## config.mk

```make
export PLATFORM = sky130hd
export DESIGN_NAME = ula_pipe
export DESIGN_NICKNAME = d
export VERILOG_FILES = /design/src/rtl/ula_pkg.sv /design/src/rtl/ula_shifter.sv /design/src/rtl/ula_pipe.sv
export SDC_FILE = /design/constraint.sdc
export NUM_CORES = 1
export LEC_CHECK = 0
export ABC_AREA = 1
export CAP_MARGIN = 20
export CORE_UTILIZATION = 25
export CTS_CLUSTER_DIAMETER = 60
export DETAILED_ROUTE_END_ITERATION = 8
export PLACE_DENSITY = 0.41
export SLEW_MARGIN = 20
export SYNTH_ARGS = -nofsm -noshare
export SYNTH_HDL_FRONTEND = slang
export SYNTH_SLANG_ARGS = --single-unit
```

## constraint.sdc

```tcl
create_clock -name clk -period 4.1 [get_ports clk]
set_input_delay 1.23 -clock clk [delete_from_list [all_inputs] [get_ports clk]]
set_output_delay 1.23 -clock clk [all_outputs]
set_load 0.02 [all_outputs]
```

## src/rtl/ula_pkg.sv

```systemverilog
// Shared constants for the pipelined Mic-1 ULA: select bit positions,
// ALU function codes and frequently used select words.
package ula_pkg;

  localparam int SEL_SLL8 = 7;
  localparam int SEL_SRA1 = 6;
  localparam int SEL_F0   = 5;
  localparam int SEL_F1   = 4;
  localparam int SEL_ENA  = 3;
  localparam int SEL_ENB  = 2;
  localparam int SEL_INVA = 1;
  localparam int SEL_INC  = 0;

  localparam logic [1:0] FN_AND  = 2'b00;
  localparam logic [1:0] FN_OR   = 2'b01;
  localparam logic [1:0] FN_NOTB = 2'b10;
  localparam logic [1:0] FN_ADD  = 2'b11;

  localparam logic [7:0] SEL_PASS_A = 8'b00011000;
  localparam logic [7:0] SEL_PASS_B = 8'b00010100;

endpackage

```

## src/rtl/ula_shifter.sv

```systemverilog
// Mic-1 output shifter: SLL by SHIFT_BYTE or arithmetic SRA by 1.
// Both requests at once pass the data through and flag illegal.
module ula_shifter #(
  parameter int WIDTH      = 32,
  parameter int SHIFT_BYTE = 8
) (
  input  logic [WIDTH-1:0] din,
  input  logic             sll8,
  input  logic             sra1,
  output logic [WIDTH-1:0] dout,
  output logic             illegal
);

  always_comb begin
    dout    = din;
    illegal = 1'b0;
    case ({sll8, sra1})
      2'b10:   dout = din << SHIFT_BYTE;
      2'b01:   dout = {din[WIDTH-1], din[WIDTH-1:1]};
      2'b11:   illegal = 1'b1;
      default: dout = din;
    endcase
  end

endmodule

```

## src/rtl/ula_pipe.sv

```systemverilog
// Two-stage pipelined Mic-1 ULA with valid/ready at both ends.
// Define ULA_PIPE_CARRY_EN to add the registered adder carry-out port CO.
module ula_pipe
  import ula_pkg::*;
#(
  parameter int WIDTH      = 32,
  parameter int SHIFT_BYTE = 8
) (
  input  logic             clk,
  input  logic             reset,
  input  logic             in_valid,
  output logic             in_ready,
  input  logic [WIDTH-1:0] A,
  input  logic [WIDTH-1:0] B,
  input  logic [7:0]       select,
  output logic             out_valid,
  input  logic             out_ready,
  output logic [WIDTH-1:0] out,
  output logic             N,
  output logic             Z,
  output logic             illegal
`ifdef ULA_PIPE_CARRY_EN
  ,
  output logic             CO
`endif
);

  localparam int STAGES = 2;

  logic [STAGES:1] vld_pipe;
  logic            s1_adv, s2_adv;

  logic [WIDTH-1:0] opa, opb, alu_c;
  logic [WIDTH-1:0] s1_alu;
  logic             s1_n, s1_z, s1_sll8, s1_sra1;
  logic [WIDTH-1:0] sh_out;
  logic             sh_illegal;
`ifdef ULA_PIPE_CARRY_EN
  logic             co_c, s1_co;
`endif

  // A full stage may only advance once its downstream slot frees up.
  assign s2_adv    = !vld_pipe[2] || out_ready;
  assign s1_adv    = !vld_pipe[1] || s2_adv;
  assign in_ready  = s1_adv;
  assign out_valid = vld_pipe[2];

  always_comb begin
    opa   = select[SEL_ENA] ? A : '0;
    opa   = select[SEL_INVA] ? ~opa : opa;
    opb   = select[SEL_ENB] ? B : '0;
    alu_c = '0;
`ifdef ULA_PIPE_CARRY_EN
    co_c  = 1'b0;
`endif
    case ({select[SEL_F0], select[SEL_F1]})
      FN_AND:  alu_c = opa & opb;
      FN_OR:   alu_c = opa | opb;
      FN_NOTB: alu_c = ~opb;
      FN_ADD: begin
`ifdef ULA_PIPE_CARRY_EN
        {co_c, alu_c} = {1'b0, opa} + {1'b0, opb} + {{WIDTH{1'b0}}, select[SEL_INC]};
`else
        alu_c = opa + opb + {{(WIDTH-1){1'b0}}, select[SEL_INC]};
`endif
      end
      default: alu_c = '0;
    endcase
  end

  always_ff @(posedge clk) begin
    if (reset) begin
      vld_pipe[1] <= 1'b0;
      s1_alu      <= '0;
      s1_n        <= 1'b0;
      s1_z        <= 1'b0;
      s1_sll8     <= 1'b0;
      s1_sra1     <= 1'b0;
`ifdef ULA_PIPE_CARRY_EN
      s1_co       <= 1'b0;
`endif
    end else if (s1_adv) begin
      vld_pipe[1] <= in_valid;
      s1_alu      <= alu_c;
      s1_n        <= alu_c[WIDTH-1];
      s1_z        <= (alu_c == '0);
      s1_sll8     <= select[SEL_SLL8];
      s1_sra1     <= select[SEL_SRA1];
`ifdef ULA_PIPE_CARRY_EN
      s1_co       <= co_c;
`endif
    end
  end

  ula_shifter #(
    .WIDTH      (WIDTH),
    .SHIFT_BYTE (SHIFT_BYTE)
  ) u_shifter (
    .din     (s1_alu),
    .sll8    (s1_sll8),
    .sra1    (s1_sra1),
    .dout    (sh_out),
    .illegal (sh_illegal)
  );

  always_ff @(posedge clk) begin
    if (reset) begin
      vld_pipe[2] <= 1'b0;
      out         <= '0;
      N           <= 1'b0;
      Z           <= 1'b0;
      illegal     <= 1'b0;
`ifdef ULA_PIPE_CARRY_EN
      CO          <= 1'b0;
`endif
    end else if (s2_adv) begin
      vld_pipe[2] <= vld_pipe[1];
      out         <= sh_out;
      N           <= s1_n;
      Z           <= s1_z;
      illegal     <= sh_illegal;
`ifdef ULA_PIPE_CARRY_EN
      CO          <= s1_co;
`endif
    end
  end

endmodule
```

== Word level (Yosys, flattened, before mapping) ==
Index checks and enable logic that the tools add are counted.
W data, S select, Z words.
Word-level totals
  bits of input ports: 76
  bits in registers: 73
  memories kept: 0
  output and inout bits: 37
  RAM bits: 0
  bits in latches: 0
  bits in read-only memories: 0
  logic and storage cells: 35
Cells by class
  reduce and logical (&&, ||, !) cells: 6
  $mul: 0
  eq/ne operators: 6
  div/mod/pow operators: 0
  bitwise logic cells: 4
  mux-type cells: 6
  shifts and indexed selects: 0
  add/sub/neg operators: 2
  order comparisons: 0
Operator list (count)
  $pmux W32 S4: 1
  $mux W32: 3
  $not A32 Y32: 2
  $pmux W32 S2: 1
  $add A32 B1 Y32: 1
  $add A32 B32 Y32: 1
  $and A32 B32 Y32: 1
  $logic_not A32 Y1: 1
  $or A32 B32 Y32: 1
  $eq A2 B2 Y1 const B: 4
  $eq A2 B1 Y1 const B: 2
  $logic_not A1 Y1: 2
  $logic_not A2 Y1: 1
  $logic_or A1 B1 Y1: 2
  $mux W1: 1

== Longest topological paths before layout ==
  depth in word-level cells: 7
  depth in mapped cells: 23
  gate-level depth less buffers: 22

== Hierarchy ==
From an unflattened synthesis, not the netlist that was laid out.
Unflattened totals
  cell total of the unflattened synthesis: 1340
  area total of the unflattened synthesis: 7758.7 um^2
By module, submodules not included
  ula_pipe: sequential area each 1441.4 um^2, cells each 1204, times used 1, area an instance 7051.8 um^2
  ula_shifter: sequential area each 0.0 um^2, cells each 136, times used 1, area an instance 706.9 um^2

== Worst setup path before layout ==
OpenSTA, ideal clock, no wires.
  path type: in2reg
  start: input port select[3]
  end: register s1_z
  arrival time: 3753 ps
  required time: 4030 ps
  buffers on the path: 1
  slack: 277 ps
  cell stages on the path: 22
  setup time: 70 ps
  cells stage by stage: clkbuf_1 -> nand2_1 -> xor2_1 -> fa_1 -> fa_1 -> inv_1 -> nand3_1 -> nand3_1 -> nand2_1 -> nand2_1 -> nand2_1 -> nand2_1 -> nand2_1 -> nand3_1 -> nand2_1 -> nand2_1 -> nand2_1 -> nor2_1 -> nand3_1 -> nor2_1 -> nand3_1 -> a21oi_1
Between the ends
  longest elaborated chain between the ends: 7
  elaborated cells between the ends (all ways): 9
  those cells by class: 2 x add/sub; 3 x mux; 3 x bitwise; 1 x reduce/logical
Ends and longest elaborated chain
  from (decl): RTL line ula_pipe.sv:15  | input logic [7:0] select,
  $mux W32 (*): RTL line ula_pipe.sv:49  | opa = select[SEL_ENA] ? A : '0;
  $not A32 Y32: RTL line ula_pipe.sv:50  | opa = select[SEL_INVA] ? ~opa : opa;
  $mux W32 (*): RTL line ula_pipe.sv:50
  $add A32 B32 Y32: RTL line ula_pipe.sv:64  | alu_c = opa + opb + {{(WIDTH-1){1'b0}}, select[SEL_INC]};
  $add A32 B1 Y32: RTL line ula_pipe.sv:64
  $pmux W32 S4 (*): RTL line ula_pipe.sv:56  | case ({select[SEL_F0], select[SEL_F1]})
  $logic_not A32 Y1 (*): RTL line ula_pipe.sv:86  | s1_z <= (alu_c == '0);
  to (signal assigned): RTL line ula_pipe.sv:86
  to (decl): RTL line ula_pipe.sv:35  | logic s1_n, s1_z, s1_sll8, s1_sra1;
Every way passes the cells marked *; elsewhere a longest branch is shown, timed or not.
A chain may end at the register's enable or synchronous reset.

== Final worst setup path ==
  start: input port select[2]
  end: register s1_z
Between the ends
  longest elaborated chain between the ends: 5
  elaborated cells between the ends (all ways): 8
  those cells by class: 2 x add/sub; 2 x mux; 3 x bitwise; 1 x reduce/logical
Ends and longest elaborated chain
  $mux W32 (*): RTL line ula_pipe.sv:51  | opb = select[SEL_ENB] ? B : '0;
  $add A32 B32 Y32: RTL line ula_pipe.sv:64
  $add A32 B1 Y32: RTL line ula_pipe.sv:64
  $pmux W32 S4 (*): RTL line ula_pipe.sv:56
  $logic_not A32 Y1 (*): RTL line ula_pipe.sv:86
Marks and branches as above.

==> metrics.txt <==
Routed WL=between 20 and 30 mm; ratio of final minimum period to clock period=0.952; Synthesized Nets=~1500; row count=63; clk slew on worst S/H paths=~50 ps; number of DRC markers in iteration 0=about 440; synth unique cells=28; Reg area=about 1400 um^2; Req. time, crit path=between 4000 and 5000 ps; cells on worst reg2reg path=7; Fin Hold WS=approximately 470 ps; #FFs+latches synth=72; die area=between 30000 and 40000 um^2; core area=a little under 30000 um^2; hold buffers post-CTS=0; Final nets=roughly 1700; Worst Skew=5.94 ps; Hold WC Path Type=reg2reg; fin crit period=just under 4000 ps; CTS tree=yes; start point of the worst hold path=N; largest net degree at the start of global routing=70; CP Capture Type=flop; final worst slack=between 150 and 200 ps; CTS sink cnt=a little over 70; Worst Path Max Fanout=15; Post-Syn Area=7550 um^2; global-route wire length before repair=46.3 mm; yosys warns=0; worst reg2reg path startpoint=s1_sll8; Setup Viol. Count Final=0; Max-Cap Viols=0; area of the multi-input gates=between 5000 and 6000 um^2; post-synthesis sequential area ratio=0.191; CTS H-tree lvls=3; DR vias=8794; Post-Syn Area per Cell=5.70 um^2; Fillers=3358; Die Wd=176 um; hold path endpoint=N; initial antenna violation count=0; Root Driver=clkbuf_16; I/O pin total=approximately 110; Peak Freq=roughly 260 MHz; clock latency on the worst-skew pair=330 ps; Hold Path Depth=2; Final Hold Viols=0; GR Overflow Total=0; Vias/cell=4.47; worst slew pin tran=around 770 ps; Avg WL per Cell=14.9 um; Max clock buf depth=2; total global-route track usage=0.191; status=finished, final reports clean; vias in the first global route=approximately 8700; max_slew headroom=0.485; startpoint type of the worst setup path=primary input; initial core utilization=0.255; Cells after Synth=1324; Num CTS Buffers=9; Arr. time, crit path=around 4200 ps; Detail Placement HPWL=about 24 mm; worst slack, placed=-569 ps; RSZ-0062 raised after global routing=no; ratio of cells with drive above 1 in the final layout=0.194; r2r setup slk=around 1900 ps; # DRC=0; worst vdd ir=0.000189 V; Max Slew Vio Count=0; Final GP Congestion=0.880; Pleak=5.70 nW; ANT cells=0; antenna-violating nets left=0; router iterations before antenna repair=5; WS Path Type=in2reg; Sum Neg Setup Slack=0 ps; PD cells=between 200 and 300 nW/um^2; layout overhead on the synthesized area=48.0%; worst reg2reg endpoint=out[31]; Die Height=around 180 um; number of buffers added on ports=112
cell usage in the layout, fill, tap and decap left out, types with 10 or more instances in the layout:
cell               n
clkdlybuf4s50_1  109
xor2_2            14
dfxtp_1           72
ha_1              47
clkbuf_16         10
nand3b_1          11
inv_1            232
nor2_1            58
nand2_2           33
o221ai_1          14
buf_4            173
nand3_1           60
xor2_1            18
ha_4              13
a21oi_1           94
o22ai_1           17
o21ai_0          111
nand2_1          393
nand4_1           15
Yosys cell counts:
cell type  count  area [um^2]
a21oi_1      100          500
a31oi_1        7         43.8
buf_1          5         18.8
buf_2          7         35.0
clkbuf_1      40          150
clkbuf_2       1         5.00
clkinv_1       1         3.75
dfxtp_1       72         1440
fa_1           2         40.0
ha_1          67          838
inv_1        234          878
inv_2          3         11.3
nand2_1      423         1590
nand2_2        3         18.8
nand3_1       68          340
nand3b_1      11         82.6
nand4_1       15         93.8
nor2_1        72          270
nor3_1         5         25.0
o2111ai_1      1         8.76
o211a_1        1         10.0
o211ai_1       2         15.0
o21a_1         1         7.51
o21ai_0      112          561
o221ai_1      14          123
o22ai_1       17          106
or2_2          8         50.1
xor2_1        32          280
worst max path at each step:
stage,startpoint,to,slack (ps)
floorplan,select[3],s1_z,280
global placement,select[3],s1_z,-530
detailed placement,select[3],s1_z,-570
CTS,select[3],s1_z,6
global route,select[2],s1_z,0.1
finish,select[2],s1_z,200
timing repair:
action,CTS,global route
cloned,0,2
resized for setup,19,94
endpoints found under the setup margin,1,7
buffers inserted,2,4
pin swaps,1,15
routing by layer:
metal	part of all wire	GRT usage	up-vias
met5	0	0	-
met4	0.019	0.0449	0
met3	0.026	0.0119	18
met2	0.49	0.339	132
met1	0.46	0.249	3987
li1	-	-	4657
critical path, stage by stage:
cell	delay, ps
clkdlybuf4s50_1	490
buf_6	160
buf_12	160
nand2_1	80
ha_1	380
buf_4	180
a21oi_1	240
o21ai_1	140
a21oi_2	160
nand4_1	110
nand3_1	110
nand2_1	60
nand2_1	100
nand2_1	60
inv_1	100
nand2_1	60
nor2_1	90
nand3_1	80
a21oi_1	130
per-stage QoR:
step	power (mW)	std cells	cell area [um^2]	util
3_3_place_gp	2.16	1946	10300	0.347
2_1_floorplan	1.52	1324	7550	-
3_5_place_dp	2.16	1946	10300	0.347
6_report	3.00	1969	11200	0.377
4_1_cts	2.94	1963	10700	0.360
5_1_grt	3.24	1969	11200	0.377
state kept, by name, summed over array words and instances (netlist names):
register,cells
out_valid,1
s1_z,1
out,32
s1_sra1,1
vld_pipe,1
s1_sll8,1
Z,1
illegal,1
N,1
s1_alu,32
report_power, final:
| part | leakage, nW | total [mW] | internal [mW] | switching [mW] |
|---|---|---|---|---|
| clock network | 0.144 | 0.746 | 0.471 | 0.276 |
| registers | 0.596 | 0.807 | 0.768 | 0.0394 |
| logic | 4.96 | 1.45 | 0.650 | 0.798 |
| total | 5.70 | 3.00 | 1.89 | 1.11 |
area by class of cell:
| cell class | instances | share of cell area |
|---|---|---|
| timing repair buffer | 293 | 0.228 |
| sequential | 72 | 0.129 |
| inverter | 238 | 0.0800 |
| multi-input combinational | 961 | 0.493 |
| tap | 390 | 0.0437 |
| clock buffer | 13 | 0.0251 |
| clock inverter | 2 | 0.00112 |
kinds of logic after synthesis:
family	count (synthesis)	synth area share
adder cells (fa/ha/maj)	69	0.116
buffers and inverters	291	0.146
AND/OR/NAND/NOR	605	0.327
AO/OA/AOI/OAI	255	0.182
flip-flops	72	0.191
XOR/XNOR	32	0.0371
(Power assumes the default switching activity.)
